===== src/rtl/vend_pkg.sv =====
// Shared types, constants and helpers for the vending credit controller.
package vend_pkg;

  typedef enum logic [1:0] {
    IDLE,
    CREDIT,
    VEND,
    CHANGE
  } state_t;

  localparam int COIN_IDX_W = 2;
  localparam int NUM_COINS  = 4;
  localparam int VEC_MAX_W  = 256;

  localparam logic [31:0] DEF_PRICES    = {8'd12, 8'd7, 8'd5, 8'd3};
  localparam logic [31:0] DEF_COIN_VALS = {8'd10, 8'd5, 8'd2, 8'd1};

  // Extracts field idx of width w from a packed price vector.
  function automatic logic [31:0] get_price(input logic [VEC_MAX_W-1:0] prices,
                                            input int unsigned idx,
                                            input int unsigned w);
    logic [VEC_MAX_W-1:0] shifted;
    shifted   = prices >> (idx * w);
    get_price = shifted[31:0] & ((32'd1 << w) - 32'd1);
  endfunction

endpackage


===== src/rtl/vend_change_pick.sv =====
// Greedy change selector: largest coin whose value fits in the remaining credit.
module vend_change_pick
  import vend_pkg::*;
#(
  parameter int                      CREDIT_W  = 8,
  parameter logic [4*CREDIT_W-1:0]   COIN_VALS = (4*CREDIT_W)'(DEF_COIN_VALS)
) (
  input  logic [CREDIT_W-1:0]   credit,
  output logic [COIN_IDX_W-1:0] coin_idx
);

  // Coin values ascend with index, so the last fitting index is the largest coin.
  always_comb begin
    coin_idx = '0;
    for (int i = 0; i < NUM_COINS; i++) begin
      if (COIN_VALS[i*CREDIT_W +: CREDIT_W] <= credit) coin_idx = COIN_IDX_W'(i);
    end
  end

endmodule


===== src/rtl/vend_credit_ctrl.sv =====
// Vending controller: credit accumulation, priced vend and greedy change return.
module vend_credit_ctrl
  import vend_pkg::*;
#(
  parameter int                              CREDIT_W   = 8,
  parameter int                              NUM_ITEMS  = 4,
  parameter logic [NUM_ITEMS*CREDIT_W-1:0]   PRICES     = (NUM_ITEMS*CREDIT_W)'(DEF_PRICES),
  parameter logic [4*CREDIT_W-1:0]           COIN_VALS  = (4*CREDIT_W)'(DEF_COIN_VALS),
  parameter int                              MAX_CREDIT = 20,
  localparam int                             ITEM_W     = $clog2(NUM_ITEMS)
) (
  input  logic                  clk,
  input  logic                  rst,
  input  logic                  coin_vld,
  input  logic [COIN_IDX_W-1:0] coin_sel,
  input  logic                  sel_vld,
  input  logic [ITEM_W-1:0]     sel_item,
  input  logic                  cancel,
  input  logic                  chg_ack,
  output logic                  dispense,
  output logic [ITEM_W-1:0]     disp_item,
  output logic                  chg_vld,
  output logic [COIN_IDX_W-1:0] chg_coin,
  output logic                  coin_rej,
  output logic                  price_short,
  output logic [CREDIT_W-1:0]   credit,
  output logic                  busy
);

  state_t                state;
  logic [CREDIT_W-1:0]   coin_val;
  logic [CREDIT_W-1:0]   chg_val;
  logic [CREDIT_W-1:0]   price;
  logic [CREDIT_W:0]     credit_sum;
  logic                  item_ok;
  logic                  sum_fits;
  logic [COIN_IDX_W-1:0] pick_idx;

  assign coin_val   = COIN_VALS[coin_sel*CREDIT_W +: CREDIT_W];
  assign chg_val    = COIN_VALS[chg_coin*CREDIT_W +: CREDIT_W];
  assign price      = CREDIT_W'(get_price(VEC_MAX_W'(PRICES), 32'(sel_item), 32'(CREDIT_W)));
  // One extra bit keeps the ceiling compare from wrapping.
  assign credit_sum = {1'b0, credit} + {1'b0, coin_val};
  assign sum_fits   = credit_sum <= (CREDIT_W+1)'(MAX_CREDIT);
  assign item_ok    = {1'b0, sel_item} < (ITEM_W+1)'(NUM_ITEMS);

  vend_change_pick #(
    .CREDIT_W  (CREDIT_W),
    .COIN_VALS (COIN_VALS)
  ) u_change_pick (
    .credit   (credit),
    .coin_idx (pick_idx)
  );

  // NOTE: all state and outputs update with non-blocking assignments so every
  // read in this block sees the pre-edge value, matching the hardware registers.
  always_ff @(posedge clk or negedge rst) begin
    if (!rst) begin
      state       <= IDLE;
      credit      <= '0;
      dispense    <= 1'b0;
      disp_item   <= '0;
      chg_vld     <= 1'b0;
      chg_coin    <= '0;
      coin_rej    <= 1'b0;
      price_short <= 1'b0;
      busy        <= 1'b0;
    end else begin
      dispense    <= 1'b0;
      coin_rej    <= 1'b0;
      price_short <= 1'b0;
      unique case (state)
        IDLE, CREDIT: begin
          if (cancel) begin
            coin_rej <= coin_vld;
            if (credit != '0) begin
              state <= CHANGE;
              busy  <= 1'b1;
            end else begin
              state <= IDLE;
            end
          end else if (sel_vld && item_ok && credit >= price) begin
            state     <= VEND;
            credit    <= credit - price;
            dispense  <= 1'b1;
            disp_item <= sel_item;
            busy      <= 1'b1;
            coin_rej  <= coin_vld;
          end else begin
            price_short <= sel_vld;
            if (coin_vld) begin
              if (sum_fits) begin
                credit <= credit_sum[CREDIT_W-1:0];
                state  <= CREDIT;
              end else begin
                coin_rej <= 1'b1;
              end
            end
          end
        end
        VEND: begin
          coin_rej <= coin_vld;
          if (credit != '0) begin
            state <= CHANGE;
          end else begin
            state <= IDLE;
            busy  <= 1'b0;
          end
        end
        CHANGE: begin
          coin_rej <= coin_vld;
          // chg_vld idles low for a cycle before each coin is presented.
          if (!chg_vld) begin
            chg_vld  <= 1'b1;
            chg_coin <= pick_idx;
          end else if (chg_ack) begin
            chg_vld <= 1'b0;
            credit  <= credit - chg_val;
            if (credit == chg_val) begin
              state <= IDLE;
              busy  <= 1'b0;
            end
          end
        end
        default: state <= IDLE;
      endcase
    end
  end

endmodule


===== config.mk =====
export PLATFORM = sky130hd
export DESIGN_NAME = vend_credit_ctrl
export DESIGN_NICKNAME = d
export VERILOG_FILES = /design/src/rtl/vend_pkg.sv /design/src/rtl/vend_change_pick.sv /design/src/rtl/vend_credit_ctrl.sv
export SDC_FILE = /design/constraint.sdc
export NUM_CORES = 1
export LEC_CHECK = 0
export CAP_MARGIN = 20
export CORE_ASPECT_RATIO = 1.1
export CORE_UTILIZATION = 30
export DETAILED_ROUTE_END_ITERATION = 6
export PLACE_DENSITY = 0.56
export RECOVER_POWER = 50
export SETUP_SLACK_MARGIN = 0.3
export SYNTH_ARGS = -nofsm -noshare
export SYNTH_HDL_FRONTEND = slang
export SYNTH_SLANG_ARGS = --single-unit

===== constraint.sdc =====
create_clock -name clk -period 3.5 [get_ports clk]
set_input_delay 0.7 -clock clk [delete_from_list [all_inputs] [get_ports clk]]
set_output_delay 0.7 -clock clk [all_outputs]
set_load 0.005 [all_outputs]

== Yosys cells after proc, flatten, opt, wreduce, memory -nomap -nowiden ==
Cells that the tools add are included.

* Bits in registers: 19
* Bits of input ports: 10
* Output and inout port bits: 17
* Word-level logic and storage cells: 88

* Add/subtract/negate cells: 3
* Magnitude comparators: 5
* Equal/unequal tests: 15
* Shift-type cells: 3
* Mux-type cells: 40
* Bitwise logic cells: 2
* Reductions and logical operators: 11

{| class="wikitable"
|+ Operators by type and width
! operator !! count
|-
| variable part select 32 x 6 -> 8 bit, first input constant || 2
|-
| 2-to-1 mux 8 bit || 6
|-
| right shift 28 x 5 -> 8 bit, first input constant || 1
|-
| 2-to-1 mux 1 bit || 20
|-
| 2-to-1 mux 2 bit || 10
|-
| case mux 8 bit (2 select lines) || 1
|-
| subtractor 8 bit || 2
|-
| inequality test 3 bit, second input constant || 4
|-
| AND reduction 6 bit || 2
|-
| inequality test 2 bit, second input constant || 5
|-
| adder 8 x 8 -> 9 bit || 1
|-
| <= comparator 9 x 5 -> 1 bit, second input constant || 1
|-
| == test 8 bit || 1
|-
| greater-or-equal comparator 8 bit || 1
|-
| <= comparator 2 x 8 -> 1 bit, first input constant || 1
|-
| <= comparator 3 x 8 -> 1 bit, first input constant || 1
|-
| <= comparator 4 x 8 -> 1 bit, first input constant || 1
|-
| inequality test 4 bit, second input constant || 2
|-
| nonzero test 8 bit || 1
|-
| case mux 2 bit (3 select lines) || 1
|-
| AND reduction 5 bit || 1
|-
| == test 2 bit, second input constant || 2
|-
| OR reduction 2 bit || 2
|-
| case mux 1 bit (3 select lines) || 1
|-
| other kinds (8) || 9
|}

== Logic depth before layout (Yosys ltp) ==
* Depth in word-level cells: 8
* Gate-level depth with buffers: 13
* Mapped depth without buffers: 11

== Cells and area by module ==
From an unflattened synthesis, not the netlist that was laid out.

* Cell total of the unflattened synthesis: 208
* Area, all modules: 1721.7 um^2

{| class="wikitable"
|+ By module, submodules not included
! module !! times used !! cells each !! area an instance (um^2) !! sequential area each (um^2)
|-
| vend_credit_ctrl || 1 || 201 || 1676.6 || 475.5
|-
| vend_change_pick || 1 || 7 || 45.0 || 0.0
|}

== Least setup slack after synthesis ==
Ideal clock, no wire load.

* Kind: input -> register
* From: in coin_sel[0]
* To: reg credit[5]
* Library setup time: 128 ps
* Data arrival time: 2662 ps
* Required time: 3372 ps
* Path slack: 710 ps
* Stages: 10
* Buffers on the path: 1
* Path through: inv_1 > ha_1 > fa_1 > or2_2 > a21boi_0 > a22oi_1 > o31ai_1 > buf_2 > nand2_1 > xnor2_1

* Longest elaborated chain between the ends: 7
* Elaborated cells on any way between the ends: 10
* Classes of those cells: 1 x add/sub; 1 x order compare; 1 x eq/ne; 1 x shift; 5 x mux; 1 x reduce/logical

{| class="wikitable"
|+ Ends and longest elaborated chain
! item !! line !! text
|-
| start: declaration || vend_credit_ctrl.sv:15 || <nowiki>input logic [COIN_IDX_W-1:0] coin_sel,</nowiki>
|-
| variable part select 32 x 6 -> 8 bit * || vend_credit_ctrl.sv:39 || <nowiki>assign coin_val = COIN_VALS[coin_sel*CREDIT_W +: CREDIT_W];</nowiki>
|-
| adder 8 x 8 -> 9 bit * || vend_credit_ctrl.sv:43 || <nowiki>assign credit_sum = {1'b0, credit} + {1'b0, coin_val};</nowiki>
|-
| parallel branches: the longest is 5 deep, another holds <= comparator 9 x 5 -> 1 bit || n/a ||
|-
| end signal: assignment || vend_credit_ctrl.sv:84 || <nowiki>credit <= credit - price;</nowiki>
|-
| end signal: assignment || vend_credit_ctrl.sv:93 || <nowiki>credit <= credit_sum[CREDIT_W-1:0];</nowiki>
|-
| end signal: assignment || vend_credit_ctrl.sv:118 || <nowiki>credit <= credit - chg_val;</nowiki>
|-
| end: declaration || vend_credit_ctrl.sv:26 || <nowiki>output logic [CREDIT_W-1:0] credit,</nowiki>
|}

Mark *: on every way between the ends. The select of a mux whose other input is x is not followed.
A chain may end at the register's enable or synchronous reset.

== Worst setup path after layout ==
* From: in coin_sel[0]
* To: reg credit[0]

Same word-level chain as after synthesis.

==> flow_metrics.env <==
export IMPL_max_freq_mhz=324
export IMPL_ys_ff_latch=19
export IMPL_grt_pass1_wl_mm=6.87
export IMPL_antenna_found_initial=0
export IMPL_drv_slew=0
export IMPL_netSwitchingPower_uw=913
export IMPL_track_usage_pct=15.5
export IMPL_synth_edf_count=0
export IMPL_path_class="in -> reg"
export IMPL_rows=27
export IMPL_portBuffers=26
export IMPL_antenna_left=0
export IMPL_hold_violations=0
export IMPL_ff2ff_path_depth=8
export IMPL_avgSynthCellArea_sq_um=8.35
export IMPL_start_util_pct=31.6
export IMPL_synth_distinct_cells=45
export IMPL_vias=1510
export IMPL_antenna_cells=0
export IMPL_synth_area_leaders="dfrtp_1, ha_1, xnor2_1"
export IMPL_wl_per_cell_um=14.2
export IMPL_grt_max_degree=20
export IMPL_synthCells=192
export IMPL_pwr_share_clk_pct=7.9
export IMPL_drive_above_1_share_pct=13.0
export IMPL_first_pass_iters=4
export IMPL_die_area_sq_um=5640
export IMPL_p_int_mw=1.09
export IMPL_cp_num_buf_inv=3
export IMPL_ir_worst_vdd_mv=0.322
export IMPL_slew_headroom_pct=37.5
export IMPL_critPathTopFamily="buffers and inverters"
export IMPL_path_cells="clkdlybuf4s50_1, inv_1, ha_1, fa_2, a31oi_1, nand3_2, nor2_2, mux2i_2, o31ai_2, buf_4, mux2_2"
export IMPL_required_ns=3.65
export IMPL_async_flop_share_pct=100
export IMPL_power_mw=2.00
export IMPL_power_leakage_nw=0.865
export IMPL_htreeDepth=1
export IMPL_grt_pass1_vias=1467
export IMPL_boundaryPins=27
export IMPL_cap_violations=0
export IMPL_nFillCells=523
export IMPL_clock_skew_ns=0.00266
export IMPL_die_width_um=71.7
export IMPL_timing_final_crit_share_pct=88.3
export IMPL_netlist_top_cells_count="nand2_1, nor2_1, dfrtp_1, ha_1, inv_1"
export IMPL_clockRootBuffer="clkbuf_8"
export IMPL_synth_nets=216
export IMPL_clk_latency_ns=0.26
export IMPL_drc=0
export IMPL_area_delta_synth_final_pct=28.6
export IMPL_rsz0062_at_grt="true"
export IMPL_power_frac_comb_pct=68.3
export IMPL_cp_arrival_ns=3.24
export IMPL_power_frac_seq_pct=23.8
export IMPL_power_density_nw_per_um2=973
export IMPL_fin_nets=248
export IMPL_ys_flop_type="dfrtp_1"
export IMPL_timing_final_crit_period_ns=3.09
export IMPL_seq_area_frac_synth_pct=29.7
export IMPL_synth_area_leader_cell="dfrtp_1"
export IMPL_dr_first_iter_drc_count=79
export IMPL_cts_tree="built"
export IMPL_coreArea_sq_um=5070
export IMPL_slowest_delay_ns=0.47
export IMPL_cts_sinks=19
export IMPL_outcome="finished clean"
export IMPL_totalWireLength_mm=3.99
export IMPL_hold_class="reg -> reg"
export IMPL_ys_warn_count=0
export IMPL_overflow=0
export IMPL_die_height_um=78.7
export IMPL_place_gp_congestion=0.854
export IMPL_worst_slew_pin_slew_ns=0.935
export IMPL_cts_buffers=3
export IMPL_ff2ff_setup_slack_ns=0.87
export IMPL_setup_viol=0
export IMPL_whs_path_depth=1
export IMPL_yosysTopAreaCellShare_pct=29.7
export IMPL_start_kind="input pin"
export IMPL_worst_path_stages=11
export IMPL_end_kind="flip-flop"
export IMPL_placedCellCount=275
export IMPL_via_per_inst=5.37
export IMPL_final_cells=281
export IMPL_cpMaxStageDelayCell="clkdlybuf4s50_1"
export IMPL_clk_path_buf_depth=2
export IMPL_p_sw_share_pct=45.6
export IMPL_synth_area_sq_um=1600
export IMPL_critPathMaxFanout=7
export IMPL_dpl_hpwl_mm=3.07
export IMPL_clkTransAtPathRegs_ns=0.07
## cell families (layout without fill, tap and decap cells)
family,after synthesis,count (layout),synth area share [%]
XOR/XNOR,10,10,5.46
flip-flops,19,19,29.7
buffers and inverters,19,50,5.54
multiplexers,4,4,2.73
AO/OA/AOI/OAI,49,49,19.8
AND/OR/NAND/NOR,76,76,23.8
adder cells (fa/ha/maj),15,15,13.0
## per-layer routing
metal	GRT usage, %	vias to the layer above	routed length (um)
met3	2.31	10	136
met4	8.63	0	150
met2	23.7	39	1800
met1	20.6	710	1900
li1	-	751	-
met5	0	-	0
## flip-flops by register name (all words and copies together), names as in the netlist
register,cells
credit,8
chg_coin,2
busy,1
disp_item,2
coin_rej,1
dispense,1
chg_vld,1
state,2
price_short,1
## power groups by stage
stage | clock network, mW | registers (mW) | logic, mW
2_1_floorplan | 0 | 0.410 | 0.928
3_3_place_gp | 0 | 0.483 | 1.29
3_5_place_dp | 0 | 0.481 | 1.28
4_1_cts | 0.165 | 0.476 | 1.30
5_1_grt | 0.177 | 0.504 | 1.54
6_report | 0.158 | 0.477 | 1.37
## cell type report
| type | count | area (sq um) | area share (%) |
|---|---|---|---|
| Multi-Input combinational cell | 154 | 1090 | 53.1 |
| Sequential cell | 19 | 475 | 23.1 |
| Timing Repair Buffer | 36 | 335 | 16.3 |
| Tap cell | 58 | 72.6 | 3.52 |
| Clock buffer | 4 | 45.0 | 2.19 |
| Inverter | 10 | 37.5 | 1.82 |
## placed cells by master, fill, tap and decap left out, drive strengths merged, types with 6 or more instances in the layout
cell type,Yosys,final
a21oi,9,9
buf,4,10
clkdlybuf4s50,0,20
dfrtp,19,19
dlygate4sd3,0,6
ha,11,11
inv,10,10
nand2,20,20
nand3,8,8
nor2,20,20
o21ai,12,12
xnor2,9,9
## what timing repair did
item | 4_1_cts | 5_1_grt
gates resized for setup | 1 | 13
endpoints found under the setup margin | 1 | 10
pin swaps | 0 | 3
hold buffers | 0 | 0
setup buffers | 0 | 2
## through the flow
step           utilization [%]  instance area, sq um  hold WS [ns]  setup WS [ns]  setup TNS [ns]
2_1_floorplan                -                  1600         0.404          0.710               0
3_3_place_gp              38.4                  1940         0.473         0.0163               0
3_5_place_dp              38.4                  1940         0.470       -0.00792        -0.00792
4_1_cts                   39.4                  1990         0.487          0.321               0
5_1_grt                   40.7                  2060         0.520          0.262               0
6_report                  40.7                  2060         0.482          0.410               0
## worst paths after layout
path                        endpoint        start
max                        credit[0]  coin_sel[0]
min                             busy         busy
max reg2reg                credit[0]    credit[1]
min reg2reg                     busy         busy
max in group asynchronous    chg_vld          rst
min in group asynchronous  credit[7]          rst
(Power assumes the default switching activity.)
